<file path="src/rtl/matmul_sequencer.sv">
// Memory-side matrix multiplier: reads A and B (N x N, row-major), writes C = A x B.
// Optional MATMUL_SAT_EN: wide accumulator with signed-32 saturation on write-back.
module matmul_sequencer #(
    parameter int unsigned N      = 3,
    parameter int unsigned AW     = 17,
    parameter int unsigned DW     = 32,
    parameter int unsigned A_BASE = 0,
    parameter int unsigned B_BASE = 64,
    parameter int unsigned C_BASE = 128
) (
    input  logic          clk,
    input  logic          rst_n,
    input  logic          start,
    output logic          busy,
    output logic          done,
    output logic          memread,
    output logic          memwrite,
    output logic [AW-1:0] address,
    output logic [DW-1:0] mem_wdata,
    input  logic [DW-1:0] mem_rdata
);

    localparam int unsigned IW = $clog2(N + 1);
`ifdef MATMUL_SAT_EN
    localparam int unsigned PW   = 2 * DW;
    localparam int unsigned AccW = 2 * DW + 8;
    localparam logic signed [AccW-1:0] SatMax = {{(AccW-DW+1){1'b0}}, {(DW-1){1'b1}}};
    localparam logic signed [AccW-1:0] SatMin = {{(AccW-DW+1){1'b1}}, {(DW-1){1'b0}}};
`else
    localparam int unsigned AccW = DW;
`endif

    typedef enum logic [2:0] {StIdle, StRdA, StRdB, StMac, StWr, StDone} state_e;

    state_e                 state_q;
    logic [IW-1:0]          i_q, j_q, k_q;
    logic signed [AccW-1:0] acc_q;
    logic signed [DW-1:0]   a_reg_q;
    logic                   armed_q;

    logic signed [AccW-1:0] acc_next;
    logic [DW-1:0]          result;
    logic [IW-1:0]          i_nxt, j_nxt, k_inc;
    logic                   k_last, last_elem;
    logic [AW-1:0]          a_addr_k, a_addr_wr, b_addr, c_addr;
`ifdef MATMUL_SAT_EN
    logic signed [PW-1:0]   prod;
`endif

    // Full-precision address, silently truncated to AW bits.
    function automatic logic [AW-1:0] word_addr(input int unsigned base,
                                                 input logic [IW-1:0] row,
                                                 input logic [IW-1:0] col);
        longint unsigned full;
        full = 64'(base) + 64'(row) * 64'(N) + 64'(col);
        return full[AW-1:0];
    endfunction

    always_comb begin
`ifdef MATMUL_SAT_EN
        prod     = PW'(a_reg_q) * PW'($signed(mem_rdata));
        acc_next = acc_q + AccW'(prod);
        if (acc_next > SatMax) begin
            result = {1'b0, {(DW-1){1'b1}}};
        end else if (acc_next < SatMin) begin
            result = {1'b1, {(DW-1){1'b0}}};
        end else begin
            result = acc_next[DW-1:0];
        end
`else
        acc_next = acc_q + a_reg_q * $signed(mem_rdata);
        result   = acc_next;
`endif
        k_last    = (k_q == IW'(N - 1));
        k_inc     = k_q + IW'(1);
        last_elem = (i_q == IW'(N - 1)) && (j_q == IW'(N - 1));
        if (j_q == IW'(N - 1)) begin
            j_nxt = '0;
            i_nxt = i_q + IW'(1);
        end else begin
            j_nxt = j_q + IW'(1);
            i_nxt = i_q;
        end
        a_addr_k  = word_addr(A_BASE, i_q, k_inc);
        a_addr_wr = word_addr(A_BASE, i_nxt, '0);
        b_addr    = word_addr(B_BASE, k_q, j_q);
        c_addr    = word_addr(C_BASE, i_q, j_q);
    end

    // Outputs are registered on entry to each state so strobes, address and data
    // are stable for the whole cycle in which the state is held.
    always_ff @(posedge clk or negedge rst_n) begin
        if (!rst_n) begin
            state_q   <= StIdle;
            busy      <= 1'b0;
            done      <= 1'b0;
            memread   <= 1'b0;
            memwrite  <= 1'b0;
            address   <= '0;
            mem_wdata <= '0;
            i_q       <= '0;
            j_q       <= '0;
            k_q       <= '0;
            acc_q     <= '0;
            a_reg_q   <= '0;
            armed_q   <= 1'b0;
        end else begin
            // armed_q blocks a start coinciding with reset release.
            armed_q <= 1'b1;
            unique case (state_q)
                StIdle: begin
                    if (start && armed_q) begin
                        i_q     <= '0;
                        j_q     <= '0;
                        k_q     <= '0;
                        acc_q   <= '0;
                        busy    <= 1'b1;
                        memread <= 1'b1;
                        address <= word_addr(A_BASE, '0, '0);
                        state_q <= StRdA;
                    end
                end
                StRdA: begin
                    memread <= 1'b1;
                    address <= b_addr;
                    state_q <= StRdB;
                end
                StRdB: begin
                    a_reg_q <= $signed(mem_rdata);
                    memread <= 1'b0;
                    state_q <= StMac;
                end
                StMac: begin
                    acc_q <= acc_next;
                    if (k_last) begin
                        k_q       <= '0;
                        memwrite  <= 1'b1;
                        address   <= c_addr;
                        mem_wdata <= result;
                        state_q   <= StWr;
                    end else begin
                        k_q     <= k_inc;
                        memread <= 1'b1;
                        address <= a_addr_k;
                        state_q <= StRdA;
                    end
                end
                StWr: begin
                    memwrite <= 1'b0;
                    acc_q    <= '0;
                    i_q      <= i_nxt;
                    j_q      <= j_nxt;
                    if (last_elem) begin
                        busy    <= 1'b0;
                        done    <= 1'b1;
                        state_q <= StDone;
                    end else begin
                        memread <= 1'b1;
                        address <= a_addr_wr;
                        state_q <= StRdA;
                    end
                end
                StDone: begin
                    done    <= 1'b0;
                    state_q <= StIdle;
                end
                default: state_q <= StIdle;
            endcase
        end
    end

endmodule

</file>
<file path="config.mk">
export PLATFORM = sky130hd
export DESIGN_NAME = matmul_sequencer
export DESIGN_NICKNAME = d
export VERILOG_FILES = /design/src/rtl/matmul_sequencer.sv
export SDC_FILE = /design/constraint.sdc
export NUM_CORES = 1
export LEC_CHECK = 0
export BUFFER_PORTS_ARGS = -buffer_cell sky130_fd_sc_hd__buf_2
export CORE_MARGIN = 4
export CORE_UTILIZATION = 60
export CTS_BUF_LIST = sky130_fd_sc_hd__clkbuf_8
export DETAILED_ROUTE_END_ITERATION = 10
export PLACE_DENSITY = 0.76
export SLEW_MARGIN = 25
export SYNTH_ARGS = -nofsm -noshare
export SYNTH_HDL_FRONTEND = slang
export SYNTH_SLANG_ARGS = --single-unit
</file>
<file path="constraint.sdc">
create_clock -name clk -period 10.45 [get_ports clk]
set_clock_uncertainty 0.2 [all_clocks]
set_input_delay 3.135 -clock clk [delete_from_list [all_inputs] [get_ports clk]]
set_output_delay 3.135 -clock clk [all_outputs]
set_load 0.02 [all_outputs]
</file>
# == Word-level counts from Yosys, hierarchy flattened ==
# Cells that the tools add are included.
# Widths: inputs -> output; s select.
# word_totals
register_bits,127
latch_bits,0
ram_bits,0
romBits,0
output_inout_bits,53
mem_count,0
# op_classes
add_sub_neg,9
n_mul,4
div,0
n_lt_le_gt_ge,0
eq_ne,13
shift,0
mux,27
bitwise,0
n_reduce_logical,19
# op_table
cell,n
$pmux 32 s3,1
$pmux 17 s4,1
$mux 17,2
$add 32x32->32,1
$mul 32x32->32,1
$mux 32,1
$pmux 3 s5,1
$mul 2x2->4 const B,3
$pmux 2 s2,3
$reduce_and 2->1,6
$add 9x2->10,1
$mux 10,1
$ne 2x2->1 const B,5
$add 8x2->9,1
$add 8x4->9 const A,1
$mux 3,3
$add 7x4->8 const A,1
$mux 2,4
$reduce_bool 2->1,4
$add 2x1->2 const B,3
$eq 2x2->1 const B,3
$eq 3x2->1 const B,2
$eq 3x3->1 const B,2
$mux 1,6
11 further kinds,15

# == Logic depth before layout (Yosys ltp) ==
# depth
ltp_word,5
depth_mapped,27

# == Worst setup path after synthesis ==
# No wires, ideal clock.
# synth_path
path_type,input-to-reg
startpoint,input mem_rdata[3]
endpoint,register mem_wdata[31]
setup_time_ns,0.131
arrival_time_ns,9.439
t_required_ns,10.119
slack_ns,0.681
stages,25
path_buffers,2
path_cell_list,clkbuf_1 -> clkbuf_1 -> and2_1 -> fa_1 -> fa_1 -> inv_1 -> fa_1 -> fa_1 -> inv_1 -> fa_1 -> fa_1 -> fa_1 -> inv_1 -> fa_1 -> inv_1 -> ha_1 -> a21o_1 -> a21o_1 -> a21oi_1 -> o21ai_0 -> a21oi_2 -> o21ai_1 -> o41a_1 -> xnor2_1 -> o21ai_1
# synth_via
elab_chain_len,2
# synth_rtl
element,line,rtl
from (decl),20,input logic [DW-1:0] mem_rdata
$mul 32x32->32,71,acc_next = acc_q + a_reg_q * $signed(mem_rdata);
$add 32x32->32,71,
to (signal assigned),139,mem_wdata <= result;
to (decl),19,"output logic [DW-1:0] mem_wdata,"
# Every way passes these cells.
# A chain may end at the register's enable or synchronous reset.

# == Worst setup path in the final report ==
# layout_path
startpoint,input mem_rdata[8]
endpoint,register mem_wdata[31]
# The elaborated chain is that of the path after synthesis.

==> impl_metrics.tcl <==
set metrics [dict create \
    drive_above_1_share_pct 7.94 \
    hold_buffers 0 \
    via_per_inst 5.51 \
    fill_cells 2943 \
    max-clock-path-buffers 2 \
    busiest_layer "met2" \
    fin_nets 3022 \
    slew_violations 0 \
    setup_total_negative_slack_ns 0 \
    clk_pin_slew_ns 0.08 \
    period_needed_ns 9.97 \
    syn_inst 2377 \
    initial_utilization_pct 61.5 \
    hold_slack_ns 0.278 \
    synth-xor-area-share_pct 3.69 \
    netlist_top_cells_count "inv_1, fa_1, nand2_1" \
    ys_async_sr_fraction_pct 100 \
    yosysTopAreaCell "fa_1" \
    min_path_type "register to register" \
    fin_crit_sh_pct 95.4 \
    dr.pass1.iters 9 \
    portBuffers 77 \
    path_class "input pin to register" \
    setup_violations 0 \
    area_growth_pct 5.04 \
    end_kind "register" \
    yosysSeqAreaShare_pct 13.3 \
    synth_compound_area_share_pct 4.30 \
    ant_nets 0 \
    synth_edf_count 0 \
    synth_fa_ha_area_share_pct 49.4 \
    post_synth_num_cell_types 54 \
    synth_mux_area_share_pct 2.07 \
    detailed_place_hpwl_mm 43.7 \
    multiInputGateArea_sq_um 16600 \
    grt_max_degree 66 \
    drc 0 \
    antenna_found_initial 4 \
    ys.flop_type "dfrtp_1" \
    synth_top_family_by_area "adder cells" \
    clock-sinks 117 \
    use_met1_pct 39.9 \
    syn_area_sq_um 22100 \
    timing.fmax_mhz 100 \
    worstReg2RegEnd "mem_wdata[31]$_DFFE_PN0P_" \
    numCtsBuffers 17 \
    cts_tree "yes" \
    synth_most_common_cell "inv_1" \
    rsz0062_at_grt "false" \
    r2r_start "a_reg_q[9]$_DFFE_PN0P_" \
    synthSimpleGateAreaFrac_pct 15.4 \
    use_met2_pct 49.4 \
    regArea_sq_um 2930 \
    clk_latency_ns 0.48 \
    dr_total_vias 15700 \
    cp.arrival_ns 10.10 \
    relSlewSlack_pct 28.6 \
    place_congestion 0.909 \
    hold_path_depth 2 \
    finalHoldViolCount 0 \
    first_global_vias 17300 \
    routed_wl_mm 55.9 \
    wl_per_cell_um 19.6 \
    max_cap_violations 0 \
    grt_pass1_wl_mm 91.6 \
    final_util_pct 64.6 \
    hold_start "mem_wdata[7]$_DFFE_PN0P_" \
    post_cts_buffers 0 \
    coreArea_sq_um 35900 \
    start_kind "input pin" \
    grt_util_all_layers_pct 29.8 \
    die-area_sq_um 39900 \
    use_met3_pct 5.79 \
    worst_slew_pin_slew_ns 1.07 \
    fp.dieW_um 200 \
    cp.required_ns 10.58 \
    cts_resized 0 \
    h-tree-depth 4 \
    drt-initial-drc-count 1088 \
    ys_ff_latch 117 \
    synthTopCellsByArea "fa_1, dfrtp_1, inv_1" \
    worst-path-max-fanout 25 \
    overflow 0 \
    synth_top_area_share_pct 40.1 \
    status "finished, final reports clean" \
    die_h_um 200 \
    reg2reg_depth 24 \
    pin_count 88 \
    r2r_slack_ns 2.60 \
    placementRows 69 \
    hold_end "mem_wdata[7]$_DFFE_PN0P_" \
    synth_area_per_cell_sq_um 9.29 \
    yosysWarnings 0 \
    cts_root_buffer "clkbuf_8" \
]
cell type report:
class / instances / area share (%)
Sequential cell: 117 / 12.6
Timing Repair Buffer: 103 / 2.51
Antenna cell: 2 / 0.0216
Clock inverter: 14 / 0.772
Multi-Input combinational cell: 1584 / 71.5
Clock buffer: 17 / 1.01
Inverter: 558 / 9.03
Tap cell: 461 / 2.49
layer usage:
layer / vias to the layer above / share of wire, %
met5: - / 0.023
met4: 2 / 3.8
met3: 137 / 7.2
met2: 596 / 49
met1: 8084 / 40
li1: 6922 / -
sequential cells by signal, indices dropped and copies added (netlist names):
name and flops:
j_q 2, memread 1, i_q 2, state_q 3, acc_q 32, busy 1, a_reg_q 32, mem_wdata 32
k_q 2, address 7, memwrite 1, done 1, armed_q 1
kinds of logic after synthesis:
| kind of cell | count (synthesis) |
|---|---|
| AOI/OAI and AO/OA | 154 |
| other | 2 |
| muxes | 41 |
| and+or+nand+nor | 679 |
| buffers and inverters | 685 |
| adders and majority gates | 606 |
| xor gates and xnor gates | 93 |
| DFF | 117 |
layout by cell type, fill, tap and decap left out, drive strengths merged, types with 2 or more instances in the layout:
cell and instances:
o211ai 2, inv 563, nor3 5, nor2 22, o21bai 4, nand4 2
buf 103, dfrtp 117, a21o 7, nand3 22, a211oi 3, or3 4
ha 164, clkinv 5, o21a 3, a22oi 4, and2 301, nor2b 5
o21ai 77, xnor2 70, a41oi 2, a21boi 2, nor4 2, mux2 38
o22ai 2, a31oi 2, diode 2, mux2i 3, a21oi 32, nand2b 6
nand2 308, xor2 23, bufinv 3, conb 11, clkbuf 17, fa 442
o31ai 7
how the worst max path moves through the flow:
| stage | from | to | slack [ns] | cells after the start |
|---|---|---|---|---|
| after CTS | mem_rdata[6] | mem_wdata[31]$_DFFE_PN0P_ | 0.56 | 24 |
| after detailed placement | mem_rdata[6] | mem_wdata[31]$_DFFE_PN0P_ | 0.07 | 24 |
| final | mem_rdata[8] | mem_wdata[31]$_DFFE_PN0P_ | 0.48 | 25 |
| after global routing | mem_rdata[6] | mem_wdata[31]$_DFFE_PN0P_ | 0.24 | 24 |
| after global placement | mem_rdata[6] | mem_wdata[31]$_DFFE_PN0P_ | 0.29 | 24 |
| after floorplan | mem_rdata[3] | mem_wdata[31]$_DFFE_PN0P_ | 0.68 | 25 |
critical path, stage by stage:
cell and delay, ns:
buf_2 0.43, nand2_1 0.20, fa_1 0.48, inv_1 0.08
fa_1 0.44, fa_1 0.54, inv_1 0.07, fa_1 0.48
inv_1 0.05, fa_1 0.48, fa_1 0.51, fa_1 0.49
inv_1 0.05, fa_1 0.47, inv_1 0.04, ha_1 0.35
a21o_1 0.18, a21o_1 0.17, a21oi_1 0.17, o21ai_0 0.13
a21oi_2 0.31, o21ai_1 0.17, o41a_1 0.36, xnor2_1 0.20
o21ai_1 0.08
metrics by stage:
step           cells  instance area (sq um)  worst slack, ns
6_report        2856                  23200            0.478
5_1_grt         2856                  23200            0.242
4_1_cts         2854                  23200            0.557
3_5_place_dp    2823                  22800           0.0717
3_3_place_gp    2823                  22800            0.288
2_1_floorplan   2386                  22100            0.681
Power is left out: the tool's default activity adds up to more than one toggle a clock period on the data nets, which glitch-free logic cannot reach.
